--- config.mk ---
export PLATFORM = sky130hd
export DESIGN_NAME = memory_io
export DESIGN_NICKNAME = d
export VERILOG_FILES = /design/src/rtl/memio_pkg.sv /design/src/rtl/memio_dev_regs.sv /design/src/rtl/memory_io.sv
export SDC_FILE = /design/constraint.sdc
export NUM_CORES = 1
export LEC_CHECK = 0
export ABC_AREA = 1
export CELL_PAD_IN_SITES_DETAIL_PLACEMENT = 1
export CELL_PAD_IN_SITES_GLOBAL_PLACEMENT = 1
export CORE_ASPECT_RATIO = 0.75
export CORE_MARGIN = 2
export CORE_UTILIZATION = 36
export CTS_BUF_LIST = sky130_fd_sc_hd__clkbuf_4 sky130_fd_sc_hd__clkbuf_8
export DETAILED_ROUTE_END_ITERATION = 6
export GPL_ROUTABILITY_DRIVEN = 0
export PLACE_DENSITY_LB_ADDON = 0.1
export SETUP_SLACK_MARGIN = 0.3
export SYNTH_ARGS = -nofsm -noshare
export SYNTH_HDL_FRONTEND = slang
export SYNTH_HIERARCHICAL = 1
export SYNTH_SLANG_ARGS = --single-unit
--- constraint.sdc ---
create_clock -name i_Clk -period 4.9 [get_ports i_Clk]
set_input_delay 0.49 -clock i_Clk [delete_from_list [all_inputs] [get_ports i_Clk]]
set_output_delay 0.49 -clock i_Clk [all_outputs]
set_load 0.02 [all_outputs]
--- src/rtl/memio_pkg.sv ---
// LC-3 memory / memory-mapped I/O shared definitions.
// Device register map, controller states and the bus-error read value.
package memio_pkg;

  localparam logic [15:0] DEV_BASE  = 16'hFE00;
  localparam logic [15:0] KBSR_ADDR = 16'hFE00;
  localparam logic [15:0] KBDR_ADDR = 16'hFE02;
  localparam logic [15:0] DSR_ADDR  = 16'hFE04;
  localparam logic [15:0] DDR_ADDR  = 16'hFE06;
  localparam logic [15:0] MCR_ADDR  = 16'hFFFE;

  localparam logic [15:0] BUS_ERR_DATA = 16'hDEAD;

  typedef enum logic [1:0] {
    IDLE     = 2'd0,
    MEM_WAIT = 2'd1,
    DONE     = 2'd2
  } memio_state_e;

  function automatic logic is_dev(input logic [15:0] addr);
    return addr >= DEV_BASE;
  endfunction

endpackage

--- src/rtl/memio_dev_regs.sv ---
// LC-3 device registers: KBSR/KBDR, DSR/DDR, MCR with keyboard and
// display handshakes; single-edge access strobed by the controller.
module memio_dev_regs
  import memio_pkg::*;
(
  input  logic        clk,
  input  logic        rst_n,
  input  logic        acc,
  input  logic        we,
  input  logic [15:0] addr,
  input  logic [1:0]  wdata_hi,
  input  logic [7:0]  wdata_lo,
  input  logic        kb_valid,
  input  logic [7:0]  kb_data,
  input  logic        ddr_ready,
  output logic [15:0] rdata,
  output logic        ddr_valid,
  output logic [7:0]  ddr_data,
  output logic        kb_int,
  output logic        run
);

  logic       kb_rdy;
  logic       kb_ie;
  logic [7:0] kbdr;
  logic       mcr_run;

  logic sel_kbsr;
  logic sel_kbdr;
  logic sel_dsr;
  logic sel_ddr;
  logic sel_mcr;
  logic rd;
  logic wr;

  assign sel_kbsr = addr == KBSR_ADDR;
  assign sel_kbdr = addr == KBDR_ADDR;
  assign sel_dsr  = addr == DSR_ADDR;
  assign sel_ddr  = addr == DDR_ADDR;
  assign sel_mcr  = addr == MCR_ADDR;

  assign rd = acc & ~we;
  assign wr = acc & we;

  always_ff @(posedge clk or negedge rst_n) begin
    if (!rst_n) begin
      kb_rdy    <= 1'b0;
      kb_ie     <= 1'b0;
      kbdr      <= 8'h00;
      ddr_valid <= 1'b0;
      ddr_data  <= 8'h00;
      mcr_run   <= 1'b1;
    end else begin
      // a KBDR read beats an arriving character, which is then lost
      if (rd && sel_kbdr) begin
        kb_rdy <= 1'b0;
      end else if (kb_valid && !kb_rdy) begin
        kb_rdy <= 1'b1;
        kbdr   <= kb_data;
      end
      if (wr && sel_kbsr) begin
        kb_ie <= wdata_hi[0];
      end
      if (wr && sel_ddr) begin
        ddr_data  <= wdata_lo;
        ddr_valid <= 1'b1;
      end else if (ddr_valid && ddr_ready) begin
        ddr_valid <= 1'b0;
      end
      if (wr && sel_mcr) begin
        mcr_run <= wdata_hi[1];
      end
    end
  end

  always_comb begin
    rdata = 16'h0000;
    unique case (1'b1)
      sel_kbsr: rdata = {kb_rdy, kb_ie, 14'h0};
      sel_kbdr: rdata = {8'h00, kbdr};
      sel_dsr:  rdata = {~ddr_valid, 15'h0};
      sel_ddr:  rdata = {8'h00, ddr_data};
      sel_mcr:  rdata = {mcr_run, 15'h0};
      default:  rdata = 16'h0000;
    endcase
  end

  assign kb_int = kb_rdy & kb_ie;
  assign run    = mcr_run;

endmodule

--- src/rtl/memory_io.sv ---
// LC-3 MAR/MDR access controller: external memory port plus device regs.
// Define MEMIO_ACCESS_TIMEOUT_EN to abort stalled memory accesses.
module memory_io
  import memio_pkg::*;
#(
  parameter int unsigned TIMEOUT_CYCLES = 255
)
(
  input  logic        i_Clk,
  input  logic        i_Rst_n,
  input  logic        i_MIO_EN,
  input  logic        i_R_W,
  input  logic [15:0] i_MAR,
  input  logic [15:0] i_MDR,
  output logic        o_R_Bit,
  output logic [15:0] o_MemData,
  output logic        o_MemReq,
  output logic        o_MemWe,
  output logic [15:0] o_MemAddr,
  output logic [15:0] o_MemWData,
  input  logic        i_MemAck,
  input  logic [15:0] i_MemRData,
  input  logic        i_KB_Valid,
  input  logic [7:0]  i_KB_Data,
  output logic        o_DDR_Valid,
  output logic [7:0]  o_DDR_Data,
  input  logic        i_DDR_Ready,
  output logic        o_KB_INT,
  output logic        o_Run,
  output logic        o_BusErr
);

  memio_state_e state_q;
  memio_state_e state_d;

  logic        start;
  logic        dev_hit;
  logic        dev_acc;
  logic        mem_end;
  logic        timeout;
  logic [15:0] dev_rdata;

  assign start   = (state_q == IDLE) & i_MIO_EN;
  assign dev_hit = is_dev(i_MAR);
  assign dev_acc = start & dev_hit;
  assign mem_end = (state_q == MEM_WAIT) & (i_MemAck | timeout);

  memio_dev_regs u_dev_regs (
    .clk       (i_Clk),
    .rst_n     (i_Rst_n),
    .acc       (dev_acc),
    .we        (i_R_W),
    .addr      (i_MAR),
    .wdata_hi  (i_MDR[15:14]),
    .wdata_lo  (i_MDR[7:0]),
    .kb_valid  (i_KB_Valid),
    .kb_data   (i_KB_Data),
    .ddr_ready (i_DDR_Ready),
    .rdata     (dev_rdata),
    .ddr_valid (o_DDR_Valid),
    .ddr_data  (o_DDR_Data),
    .kb_int    (o_KB_INT),
    .run       (o_Run)
  );

`ifdef MEMIO_ACCESS_TIMEOUT_EN
  localparam int unsigned CW =
    (TIMEOUT_CYCLES > 1) ? $clog2(TIMEOUT_CYCLES) : 1;

  logic [CW-1:0] cnt_q;
  logic          bus_err_q;

  assign timeout = (state_q == MEM_WAIT) & ~i_MemAck &
                   (cnt_q == CW'(TIMEOUT_CYCLES - 1));

  always_ff @(posedge i_Clk or negedge i_Rst_n) begin
    if (!i_Rst_n) begin
      cnt_q     <= '0;
      bus_err_q <= 1'b0;
    end else begin
      cnt_q     <= (state_q == MEM_WAIT) ? cnt_q + CW'(1) : '0;
      bus_err_q <= timeout;
    end
  end

  assign o_BusErr = bus_err_q;
`else
  assign timeout  = 1'b0;
  assign o_BusErr = 1'b0;
`endif

  always_ff @(posedge i_Clk or negedge i_Rst_n) begin
    if (!i_Rst_n) begin
      state_q <= IDLE;
    end else begin
      state_q <= state_d;
    end
  end

  always_comb begin
    state_d = state_q;
    unique case (state_q)
      IDLE: begin
        if (start) begin
          state_d = dev_hit ? DONE : MEM_WAIT;
        end
      end
      MEM_WAIT: begin
        if (i_MemAck || timeout) begin
          state_d = DONE;
        end
      end
      DONE:    state_d = IDLE;
      default: state_d = IDLE;
    endcase
  end

  assign o_R_Bit = state_q == DONE;

  always_ff @(posedge i_Clk or negedge i_Rst_n) begin
    if (!i_Rst_n) begin
      o_MemData  <= 16'h0000;
      o_MemReq   <= 1'b0;
      o_MemWe    <= 1'b0;
      o_MemAddr  <= 16'h0000;
      o_MemWData <= 16'h0000;
    end else begin
      if (start) begin
        if (dev_hit) begin
          if (!i_R_W) begin
            o_MemData <= dev_rdata;
          end
        end else begin
          o_MemReq   <= 1'b1;
          o_MemWe    <= i_R_W;
          o_MemAddr  <= i_MAR;
          o_MemWData <= i_MDR;
        end
      end
      // o_MemWe still holds the direction of the finishing access
      if (mem_end) begin
        o_MemReq <= 1'b0;
        o_MemWe  <= 1'b0;
        if (!o_MemWe) begin
          o_MemData <= i_MemAck ? i_MemRData : BUS_ERR_DATA;
        end
      end
    end
  end

endmodule

==> results of run 1 <==
-- sequential cells by signal (all words and copies together), names as in the netlist --
name	count
o_MemWe	1
o_MemAddr	16
u_dev_regs/ddr_valid	1
u_dev_regs/kbdr	8
u_dev_regs/ddr_data	8
state_q	2
o_MemWData	16
u_dev_regs/run	1
o_MemData	16
o_MemReq	1
u_dev_regs/kb_ie	1
u_dev_regs/kb_rdy	1
-- power by group through the flow --
stage	sequential (W)	clock [W]	combinational (W)
CTS	0.000940	0.000509	0.00120
floorplan	0.00118	0	0.000388
detailed placement	0.000948	0	0.00119
finish	0.000936	0.000489	0.00118
global route	0.000962	0.000532	0.00129
global placement	0.000937	0	0.00117
-- through the flow --
step	utilization (%)	worst slack, ns	power, W
after floorplan	-	3.214	0.001566
after global placement	49.15	2.103	0.002104
after detailed placement	49.15	2.016	0.002142
after CTS	51.18	2.383	0.002648
after global routing	51.18	2.166	0.002783
final	51.18	2.417	0.002606
-- cell families (layout without fill, tap and decap cells) --
family	after synthesis	in the layout	synth area share, %
compound gates	9	9	1.274
buf+inv	82	198	10.16
flops	72	72	48.31
other cells	2	7	0.2012
simple gates	317	317	40.06
-- metal layers --
| layer | part of all wire, % | vias up | track usage (%) |
|---|---|---|---|
| li1 | - | 1716 | - |
| met1 | 48 | 1668 | 30.49 |
| met2 | 45 | 96 | 31.51 |
| met3 | 5.7 | 13 | 4.913 |
| met4 | 1.3 | 0 | 6.226 |
| met5 | 0 | - | 0 |
-- worst min-delay path by stage --
stage | startpoint | to | slack (ns) | cells past startpoint
global placement | o_MemWData[15] | o_MemWData[15] | 0.45 | 2
global route | i_Rst_n | o_MemWData[8] | 0.35 | 1
detailed placement | o_MemWData[15] | o_MemWData[15] | 0.46 | 2
floorplan | i_Rst_n | o_MemAddr[0] | 0.19 | 0
CTS | i_Rst_n | o_MemWData[2] | 0.31 | 1
finish | i_Rst_n | o_MemWData[8] | 0.28 | 1
-- cells in the final DEF, fill, tap and decap left out --
cell	count
conb_1	7
clkinv_1	1
nor3_1	2
nand2_2	4
o21ai_0	5
buf_4	1
dfrtp_1	71
dfstp_2	1
and3_1	1
nor2_8	2
clkbuf_8	11
a21oi_1	2
nand2_4	3
clkinvlp_4	2
inv_1	50
bufinv_16	1
nand2_1	182
nand4_4	1
nand3_2	1
nor2_4	8
nor2_1	7
nand3_4	1
a22oi_1	1
nor2_2	5
o21ai_1	1
inv_2	7
nand3_1	100
clkdlybuf4s50_1	123
clkinv_2	2
-- final cells by class --
class / instances / area [um^2] / share of cell area (%)
tap: 136 / 170.2 / 3.269
timing repair buffer: 124 / 1239 / 23.80
multi-input combinational: 333 / 1569 / 30.14
sequential: 72 / 1803 / 34.64
clock inverter: 5 / 55.05 / 1.058
clock buffer: 11 / 151.4 / 2.909
inverter: 58 / 217.7 / 4.183
==> out/qor.yml, run 1 <==
critical_path_class: "primary input to register"
synth_common_cells: "nand2_1, nand3_1, dfrtp_1, inv_1, buf_4"
ir_drop_mv: 0.2806
cts.sinks: 72
yosysSeqAreaShare_pct: 48.31
cp-startpoint: "i_MIO_EN"
power_switching_w: 0.001005
cp_max_fo: 37
drt_iter0_drc: 144
fp-row-count: 32
yosysWarnings: 6
startpoint_type: "primary input"
post_cts_resized: 0
finalSetupViolCount: 0
nets: 661
root_buffer: "clkbuf_8"
syn_area_per_cell_um2: 7.743
wirelength_mm: 11.14
crit_arrival_ns: 2.69
avgViaCountPerCell: 4.727
hold_violations: 0
grt_overflow: 0
grt_antenna_before_repair: 0
crit_required_ns: 5.11
p_clk_share_pct: 18.8
stdcell_count: 739
grt_pass1_wl_mm: 18.19
seq_power_share_pct: 35.9
layout_min_cycle_time_ns: 2.483
grt_util_all_layers_pct: 21.11
hold-worst-slack_ns: 0.2814
max_freq_mhz: 402.7
antenna_cells: 0
nFillCells: 1266
hp-class: "primary input to async pin"
post-synth-top-count-cell: "nand2_1"
fin_setup_tns_ns: 0
synth_cell_types: 29
htreeDepth: 3
comb_power_share_pct: 45.3
grt_pass1_vias: 3591
synth_area_leaders: "dfrtp_1, nand2_1, nand3_1, inv_1, nor2_4"
slew_headroom_pct: 36.97
cp_slowest_cell: "nor2_4"
clock_skew_ns: 0.005471
worst-path-stages: 6
clk_pin_slew_ns: 0.07
clockBufferDepth: 2
clock_latency_ns: 0.35
vias: 3493
synthesis.area_um2: 3732
grt_max_degree: 73
io_buffers: 124
wl_per_cell_um: 15.08
reg2reg_depth: 6
fp.dieH_um: 92.18
yosysTopAreaCellShare_pct: 47.60
synth_edf_count: 0
end_kind: "register"
placed_cells: 723
pin_count: 126
swShare_pct: 38.58
drc: 0
synth_top_area_cell: "dfrtp_1"
cts_tree: "built"
async_reset_ff_share_pct: 100.0
timing.final.max_slew_violations: 0
post_cts_buffers: 0
tightest_slew_ns: 0.9455
rsz0062_at_grt: "no"
start_util_pct: 36.70
die_width_um: 121.6
synthCells: 482
core_area_um2: 10170
internal_power_w: 0.001600
drive_gt1_share_pct: 8.292
reg2reg_slack_ns: 2.59
die_area_um2: 11210
critical_path_buf_inv_count: 2
first_pass_iters: 4
place_area_um2: 4999
fin_area_um2: 5205
layout-area-overhead-vs-synth_pct: 39.46
period_share_pct: 50.68
path_cells: "clkdlybuf4s50_1 -> inv_1 -> nor2_4 -> nand2_2 -> o21ai_0 -> a21oi_1"
max_stage_delay_ns: 0.61
cpLargestDelayFamily: "simple AND/OR/NAND/NOR gates"
status: "complete, no violations"
ys.flop_type: "dfrtp_1"
drv_cap: 0
critical_path.endpoint: "o_MemWe"
dp_hpwl_mm: 8.300
final_antenna_net_count: 0
p_leak_nw: 2.577
cts_buffers: 9
powerDensity_nw_per_um2: 500.6
reg2reg_from: "state_q[0]"
ys_ff_latch: 72
r2r_end: "o_MemWe"
postCtsHoldBufs: 0
Power figures use the tool's default switching activity.
==> inputs of run 2 (changes only) <==
--- a/config.mk
+++ b/config.mk
@@ -10,7 +10,7 @@
 export CELL_PAD_IN_SITES_GLOBAL_PLACEMENT = 1
 export CORE_ASPECT_RATIO = 0.75
 export CORE_MARGIN = 2
-export CORE_UTILIZATION = 36
+export CORE_UTILIZATION = 30
 export CTS_BUF_LIST = sky130_fd_sc_hd__clkbuf_4 sky130_fd_sc_hd__clkbuf_8
 export DETAILED_ROUTE_END_ITERATION = 6
 export GPL_ROUTABILITY_DRIVEN = 0
==> constraint.sdc (replaced) <==
create_clock -name i_Clk -period 2.15 [get_ports i_Clk]
set_input_delay 0.215 -clock i_Clk [delete_from_list [all_inputs] [get_ports i_Clk]]
set_output_delay 0.215 -clock i_Clk [all_outputs]
set_load 0.02 [all_outputs]
==> out/qor.yml, run 2 (same netlist as run 1, synthesis figures left out) <==
drc: 0
max_freq_mhz: 574.9
wl_met2_mm: 5.262
period_share_pct: 80.90
fp.dieH_um: 100.6
reg2reg_depth: 9
hp-class: "primary input to register"
startpoint_type: "register"
io_buffers: 124
start_util_pct: 30.55
root_buffer: "clkbuf_8"
avgViaCountPerCell: 4.522
pin_count: 126
core_area_um2: 12220
r2r_end: "u_dev_regs/kbdr[1]"
first_pass_iters: 6
rsz0062_at_grt: "no"
cp-startpoint: "state_q[0]"
critical_path_class: "register to output port"
crit_arrival_ns: 1.52
crit_required_ns: 1.93
drv_cap: 0
ir_drop_mv: 0.4522
finalSetupViolCount: 0
timing.final.max_slew_violations: 0
layout_min_cycle_time_ns: 1.739
final_antenna_net_count: 0
critical_path.endpoint: "o_R_Bit"
cp_max_fo: 3
clock_skew_ns: 0.01007
slew_headroom_pct: 55.43
cp_slowest_cell: "clkdlybuf4s50_1"
cts_tree: "built"
clock_latency_ns: 0.36
die_width_um: 132.8
end_kind: "output port"
wl_met1_mm: 5.853
clockBufferDepth: 2
htreeDepth: 3
highest_layer: "met4"
cts.sinks: 72
reg2reg_slack_ns: 0.57
reg2reg_from: "state_q[0]"
final_util_pct: 43.77
grt_overflow: 0
path_cells: "nor2_1 -> clkdlybuf4s50_1"
place_area_um2: 5136
seq_area_um2: 1803
drive_gt1_share_pct: 9.935
status: "complete, no violations"
grt_pass1_vias: 3697
fin_setup_tns_ns: 0
antenna_cells: 0
die_area_um2: 13360
grt_pass1_wl_mm: 19.39
final_common_cell: "nand2_1"
fin_area_um2: 5348
nets: 672
route.met3.wl_um: 561
dp_hpwl_mm: 8.801
max_stage_delay_ns: 0.63
clk_pin_slew_ns: 0.09
powerDensity_nw_per_um2: 1129
nFillCells: 1461
cts_buffers: 9
layout_common_cells: "nand2_1, clkdlybuf4s50_1, nand3_1, dfrtp_1, inv_1"
grt_util_all_layers_pct: 18.60
drt_iter0_drc: 109
wl_per_cell_um: 15.08
grt_max_degree: 47
fp-row-count: 35
largestRegisters: "o_MemAddr x16, o_MemData x16, o_MemWData x16"
p_leak_nw: 2.635
post_cts_buffers: 0
hold_violations: 0
multi_input_area_um2: 1572
layout-area-overhead-vs-synth_pct: 43.28
tightest_slew_ns: 0.6686
vias: 3527
wirelength_mm: 11.76
grt_antenna_before_repair: 0
## run 2: stage by stage
stage | setup slack, ns | hold slack (ns) | total power (W) | cells
CTS | 0.3739 | 0.3786 | 0.006142 | 780
finish | 0.4106 | 0.3947 | 0.006039 | 780
global placement | 0.1711 | 0.2786 | 0.004887 | 763
detailed placement | 0.09522 | 0.2969 | 0.004973 | 763
global route | 0.3371 | 0.3926 | 0.006443 | 780
floorplan | 0.6133 | -0.08059 | 0.003568 | 487
## run 2: timing repair
item                                    CTS  global route
hold buffers                              1             0
endpoints found under the setup margin    0             1
resized for setup                         0             1
hold endpoints to repair                 44             0
## run 2: report_power, final
part	internal, W	switching, W	total, W
clock	0.000556	0.000572	0.00113
sequential	0.00185	0.000284	0.00213
combinational	0.00126	0.00152	0.00278
## run 2: how the worst min path moves through the flow
stage / from / endpoint / slack [ns] / cells after the start
after floorplan: i_Rst_n / o_MemAddr[0] / -0.08 / 0
after global placement: i_Rst_n / o_MemWData[9] / 0.28 / 1
after detailed placement: i_Rst_n / o_MemWData[9] / 0.30 / 1
after CTS: i_MemRData[13] / o_MemData[13] / 0.38 / 3
after global routing: i_MemRData[7] / o_MemData[7] / 0.39 / 3
final: i_MemRData[7] / o_MemData[7] / 0.39 / 3
## run 2: final cells by class
cell class                 instances  area share, %
sequential                        72          33.72
multi-input combinational        333          29.39
timing repair buffer             135          25.22
inverter                          58          4.071
tap                              166          3.884
clock buffer                      10          2.457
clock inverter                     6          1.263
## run 2: critical path: cells and delay by family, from the launching register on
kind,cells,cell delay [ns]
buffers and inverters,1,0.63
flip-flops,1,0.41
AND/OR/NAND/NOR,1,0.14
## run 2: layer usage
| metal | global-route usage [%] | vias up |
|---|---|---|
| li1 | - | 1734 |
| met1 | 25.56 | 1707 |
| met2 | 29.81 | 79 |
| met3 | 4.625 | 7 |
| met4 | 4.218 | 0 |
| met5 | 0 | - |
